<file path="src/rtl/perf_counter_bank.sv">
`default_nettype none
// ============================================================================
//  Module      : perf_counter_bank
//  Description : Ten performance counters for the memory-mapped perf I/O.
//                Eight event counters (branch / cache), optionally counted on
//                rising edges only, and two level-counted stall counters.
//                Each counter is cleared by its own strobe from the MMIO
//                decoder and either saturates or wraps at 2^WIDTH-1.
//  Ports       : clk, rst               clock, synchronous active-high reset
//                count_en               global enable (clears act regardless)
//                <name>_event           8 event inputs (branch, caches)
//                if_stall, mem_stall    level-counted stall inputs
//                <name>_count_reset     10 per-counter clear strobes
//                <name>_count           10 registered counter values
//  Revision    : 1.0  initial release
// ============================================================================
module perf_counter_bank #(
  parameter int WIDTH       = 16,
  parameter bit SATURATE    = 1'b1,
  parameter bit EDGE_EVENTS = 1'b1
) (
  input  logic             clk,
  input  logic             rst,
  input  logic             count_en,
  input  logic             br_event,
  input  logic             br_mispredict_event,
  input  logic             icache_hit_event,
  input  logic             icache_miss_event,
  input  logic             dcache_hit_event,
  input  logic             dcache_miss_event,
  input  logic             l2_hit_event,
  input  logic             l2_miss_event,
  input  logic             if_stall,
  input  logic             mem_stall,
  input  logic             br_count_reset,
  input  logic             br_mispredict_count_reset,
  input  logic             icache_hit_count_reset,
  input  logic             icache_miss_count_reset,
  input  logic             dcache_hit_count_reset,
  input  logic             dcache_miss_count_reset,
  input  logic             l2_hit_count_reset,
  input  logic             l2_miss_count_reset,
  input  logic             if_stall_count_reset,
  input  logic             mem_stall_count_reset,
  output logic [WIDTH-1:0] br_count,
  output logic [WIDTH-1:0] br_mispredict_count,
  output logic [WIDTH-1:0] icache_hit_count,
  output logic [WIDTH-1:0] icache_miss_count,
  output logic [WIDTH-1:0] dcache_hit_count,
  output logic [WIDTH-1:0] dcache_miss_count,
  output logic [WIDTH-1:0] l2_hit_count,
  output logic [WIDTH-1:0] l2_miss_count,
  output logic [WIDTH-1:0] if_stall_count,
  output logic [WIDTH-1:0] mem_stall_count
);

  localparam int              c_NUM_CNT = 10;
  localparam int              c_NUM_EV  = 8;
  localparam logic [WIDTH-1:0] c_MAX    = '1;

  // Index order: the eight edge-capable events first, then the two stalls.
  logic [c_NUM_CNT-1:0] w_src;
  logic [c_NUM_CNT-1:0] w_clr;
  logic [c_NUM_CNT-1:0] w_inc;
  logic [WIDTH-1:0]     w_cnt [c_NUM_CNT];
  logic [c_NUM_EV-1:0]  r_ev_q;

  assign w_src = {mem_stall, if_stall,
                  l2_miss_event, l2_hit_event,
                  dcache_miss_event, dcache_hit_event,
                  icache_miss_event, icache_hit_event,
                  br_mispredict_event, br_event};

  assign w_clr = {mem_stall_count_reset, if_stall_count_reset,
                  l2_miss_count_reset, l2_hit_count_reset,
                  dcache_miss_count_reset, dcache_hit_count_reset,
                  icache_miss_count_reset, icache_hit_count_reset,
                  br_mispredict_count_reset, br_count_reset};

  // History tracks the raw inputs every cycle, independent of enable and
  // clears, so a strobe held across an enable toggle is not counted twice.
  always_ff @(posedge clk) begin
    if (rst) begin
      r_ev_q <= '0;
    end else begin
      r_ev_q <= w_src[c_NUM_EV-1:0];
    end
  end

  generate
    for (genvar i = 0; i < c_NUM_CNT; i++) begin : g_inc
      if (i < c_NUM_EV && EDGE_EVENTS) begin : g_edge
        assign w_inc[i] = count_en & w_src[i] & ~r_ev_q[i];
      end else begin : g_level
        assign w_inc[i] = count_en & w_src[i];
      end
    end

    for (genvar i = 0; i < c_NUM_CNT; i++) begin : g_cnt
      logic [WIDTH-1:0] r_cnt;

      // Clear beats increment: a same-cycle event is deliberately dropped.
      always_ff @(posedge clk) begin
        if (rst) begin
          r_cnt <= '0;
        end else if (w_clr[i]) begin
          r_cnt <= '0;
        end else if (w_inc[i]) begin
          if (r_cnt == c_MAX) begin
            r_cnt <= SATURATE ? c_MAX : '0;
          end else begin
            r_cnt <= r_cnt + WIDTH'(1);
          end
        end
      end

      assign w_cnt[i] = r_cnt;
    end
  endgenerate

  assign br_count            = w_cnt[0];
  assign br_mispredict_count = w_cnt[1];
  assign icache_hit_count    = w_cnt[2];
  assign icache_miss_count   = w_cnt[3];
  assign dcache_hit_count    = w_cnt[4];
  assign dcache_miss_count   = w_cnt[5];
  assign l2_hit_count        = w_cnt[6];
  assign l2_miss_count       = w_cnt[7];
  assign if_stall_count      = w_cnt[8];
  assign mem_stall_count     = w_cnt[9];

endmodule
`default_nettype wire

</file>
<file path="config.mk">
export PLATFORM = sky130hd
export DESIGN_NAME = perf_counter_bank
export DESIGN_NICKNAME = d
export VERILOG_FILES = /design/src/rtl/perf_counter_bank.sv
export SDC_FILE = /design/constraint.sdc
export NUM_CORES = 1
export LEC_CHECK = 0
export CAP_MARGIN = 5
export CORE_MARGIN = 1.5
export CORE_UTILIZATION = 45
export DETAILED_ROUTE_END_ITERATION = 12
export PLACE_DENSITY = 0.76
export SLEW_MARGIN = 15
export SYNTH_ARGS = -nofsm -noshare
export SYNTH_HDL_FRONTEND = slang
export SYNTH_SLANG_ARGS = --single-unit
</file>
<file path="constraint.sdc">
create_clock -name clk -period 1.84 [get_ports clk]
set_clock_uncertainty 0.2 [all_clocks]
set_input_delay 0.368 -clock clk [delete_from_list [all_inputs] [get_ports clk]]
set_output_delay 0.368 -clock clk [all_outputs]
set_load 0.05 [all_outputs]
</file>
==> run_results.csv <==
group,metric,value,unit
yosys,syn-mean-instance-area,8.60,µm²
yosys,synth_seq_area_share,0.430,
cts,cts-root-to-sink-buffers,2,
sta,grt_setup_unrepaired,"true",
cts,clock_sink_count,168,
worst_setup_path,cp.required,1980,ps
cts,clock-root-buffer,"sky130_fd_sc_hd__clkbuf_16",
worst_setup_path,timing.critical_path.from_type,"flip-flop",
final_layout,fillCellCount,1235,
pwr,powerDensity,601,nW/µm²
worst_setup_path,timing.critical_path.arrival,2000,ps
global_route,grt_most_used_layer,"met2",
sta,final-max-slew-violation-count,0,
detailed_routing,wl,22500,µm
detailed_routing,dr.pass1.iters,5,
worst_setup_path,timing.critical_path.cells,"nand2_1 -> or2_1 -> or3_4 -> or3_4 -> a31oi_1",
worst_setup_path,critical_path_peak_fanout,6,
pwr,vdd.ir_drop.worst,0.627,mV
global_route,grt_antenna_before_repair,0,
global_route,grt_pass1_vias,7379,
worst_setup_path,timing.critical_path.mode_cell,"sky130_fd_sc_hd__or3_4",
final_layout,layout-area-overhead-vs-synth,63.7,%
run_status,failed_checks,"negative setup slack",
cts,path_clk_slew,60,ps
yosys,asyncSetResetFlopFracSynth,0,
yosys,syn_nets,943,
floorplan,rows,48,
place,placed_cell_area,11900,µm²
cts,cts_buffers,17,
worst_setup_path,setup.worst_path.class,"flip-flop to flip-flop",
global_route,overflow,0,
sta,setup_ws,-22.9,ps
cts,insertion_delay,420,ps
sta,final.min_clock_period,1860,ps
worst_setup_path,setup.worst_path.end_class,"flip-flop",
final_layout,antenna-diode-count,0,
final_layout,final_cell_area_excluding_filler_cells,12800,µm²
place,io_buffer_count,182,
yosys,synth_enable_flop_cells,0,
cts,tritoncts_clock_tree,"done",
sta,whs,123,ps
floorplan,initial_core_utilization,0.457,
run_status,status,"complete, but fails checks",
floorplan,design.portCount,183,
detailed_routing,drtAntennaViolNets,0,
yosys,synth.lib_cells_used.distinct,48,
sta,worst-slew-pin-transition,382,ps
detailed_routing,detail_route.vias_per_cell,5.44,
global_route,global_routing_met1_resource_utilization,0.297,
final_layout,final_net_count,1263,
yosys,netlist.top_cell.by_area,"sky130_fd_sc_hd__dfxtp_1",
global_route,grt_max_degree,17,
yosys,yosys.area.top_type_share,0.430,
place,place.gp.congestion,0.910,
yosys,count_of_state_elements_after_synthesis,168,
detailed_routing,dr_total_vias,7980,
yosys,synth_area_leaders,"sky130_fd_sc_hd__dfxtp_1 43%, sky130_fd_sc_hd__xor2_1 5.5%, sky130_fd_sc_hd__xnor2_1 4.4%",
sta,final_worst_path_cycle_share,1.01,
worst_setup_path,worst_path_max_delay_cell,"sky130_fd_sc_hd__or3_4",
floorplan,core,17100,µm²
sta,hold_violations,0,
detailed_routing,drcViolationCount,0,
sta,slew_headroom,0.743,
floorplan,die_h,135,µm
yosys,synth-warning-count,0,
detailed_routing,wl_per_cell,15.3,µm
yosys,syn_inst,910,
floorplan,design.die.area,18200,µm²
sta,timing.final.setup_violations,10,
global_route,global_route.usage.total,0.239,
final_layout,layout.cells.most_common_list,"214 x sky130_fd_sc_hd__buf_4, 94 x sky130_fd_sc_hd__buf_12, 77 x sky130_fd_sc_hd__nor2_1, 72 x sky130_fd_sc_hd__nand2_1, 71 x sky130_fd_sc_hd__dfxtp_2",
yosys,synth_flop_cell,"sky130_fd_sc_hd__dfxtp_1",
place,dp.final_hpwl,16400,µm
final_layout,final_layout_size_suffix_gt1_frac,0.418,
global_route,globalRouteMet3Util,0.0612,
floorplan,die_boundary_width,135,µm
detailed_routing,drt_first_iter_violations,424,
global_route,grt_first_pass_wirelength,35200,µm
global_route,globalRouteMet2Util,0.405,
yosys,summed_instance_area_of_the_synthesized_netlist,7830,µm²
final_layout,layout_commonest_cell,"sky130_fd_sc_hd__buf_4",
worst_setup_path,cpPeakStageDelay,440,ps
pwr,power_leakage,0.00505,µW
run,drv.max_cap_violation_count,0,
cts,h_tree_depth,4,
sta,fmaxAchievable,0.537,GHz
hold_path,min_path_type,"input port to flip-flop",
[final timing paths]
kind                startpoint              end  slack (ps)  cells after the start
max            l2_hit_count[8]  l2_hit_count[1]         -20                      5
min          dcache_miss_event        r_ev_q[5]         120                      2
max reg2reg    l2_hit_count[8]  l2_hit_count[1]         -20                      5
min reg2reg        br_count[6]      br_count[6]         260                      1
[area by class of cell]
| class | instances | area (µm²) | share of cell area |
|---|---|---|---|
| clock buffers | 23 | 543 | 0.0424 |
| clock inverters | 9 | 77.6 | 0.00606 |
| inverters | 14 | 52.6 | 0.00410 |
| multi-input cells | 698 | 4550 | 0.355 |
| flip-flops and latches | 168 | 3590 | 0.280 |
| well taps | 225 | 282 | 0.0220 |
| repair buffers | 331 | 3720 | 0.291 |
[cells by family (layout without fill, tap and decap cells)]
kind of cell	Yosys count	count (layout)	synth area share
flip-flops	168	168	0.430
XOR/XNOR	88	88	0.0985
AND/OR/NAND/NOR	394	395	0.268
multiplexers	8	8	0.0102
buffers and inverters	45	377	0.0233
adder cells (fa/ha/maj)	10	10	0.0160
AO/OA/AOI/OAI	197	197	0.154
[state kept, by name, summed over array words and instances, names as in the netlist]
register	count
if_stall_count	16
br_mispredict_count	16
mem_stall_count	16
dcache_miss_count	16
br_count	16
l2_miss_count	16
l2_hit_count	16
icache_hit_count	16
r_ev_q	8
icache_miss_count	16
dcache_hit_count	16
[power by group]
group | internal, µW | leakage [µW] | switching, µW | total [µW]
combinational | 186 | 0.00331 | 206 | 392
clock | 2220 | 0.000315 | 1450 | 3680
sequential | 3610 | 0.00142 | 20.9 | 3630
[through the flow]
stage	cells	setup TNS [ps]	util	power (µW)	setup WS (ps)
finish	1468	-82.4	0.748	7700	-22.9
global route	1468	-711	0.748	7940	-63.5
global placement	1415	-69430	0.693	4070	-607
detailed placement	1415	-75270	0.693	4080	-676
CTS	1451	0	0.734	7750	6.05
floorplan	910	-2420	-	3890	-207
[what timing repair did]
item	CTS	global route
buffers inserted	3	17
hold endpoints to repair	0	0
cloned	1	0
gates resized for setup	9	30
hold buffers	0	0
endpoints found under the setup margin	108	51
pin swaps	6	19
[routing by layer]
layer	vias up	share of wire
met1	3782	0.42
met3	33	0.058
met5	-	0
li1	3955	-
met4	0	0.018
met2	210	0.50
[Yosys cell counts (10+ instances only)]
master / number
sky130_fd_sc_hd__nor3_1: 31
sky130_fd_sc_hd__a21oi_1: 66
sky130_fd_sc_hd__and3_1: 24
sky130_fd_sc_hd__xnor2_1: 39
sky130_fd_sc_hd__xor2_1: 49
sky130_fd_sc_hd__or2_2: 17
sky130_fd_sc_hd__nand3_1: 59
sky130_fd_sc_hd__inv_1: 14
sky130_fd_sc_hd__nand3b_1: 10
sky130_fd_sc_hd__clkbuf_1: 20
sky130_fd_sc_hd__a31oi_1: 25
sky130_fd_sc_hd__a21oi_2: 10
sky130_fd_sc_hd__dfxtp_1: 168
sky130_fd_sc_hd__and4_1: 14
sky130_fd_sc_hd__ha_1: 10
sky130_fd_sc_hd__o21ai_0: 54
sky130_fd_sc_hd__nor2b_1: 12
sky130_fd_sc_hd__nand2_1: 74
sky130_fd_sc_hd__nand4_1: 34
sky130_fd_sc_hd__nor2_1: 82
sky130_fd_sc_hd__a211oi_1: 10
[critical path: cells and delay by family (launching register included)]
family / cells / cell delay, ps
simple gates: 4 / 1110
compound gates: 1 / 140
flops: 1 / 340
Power figures use the tool's default switching activity.
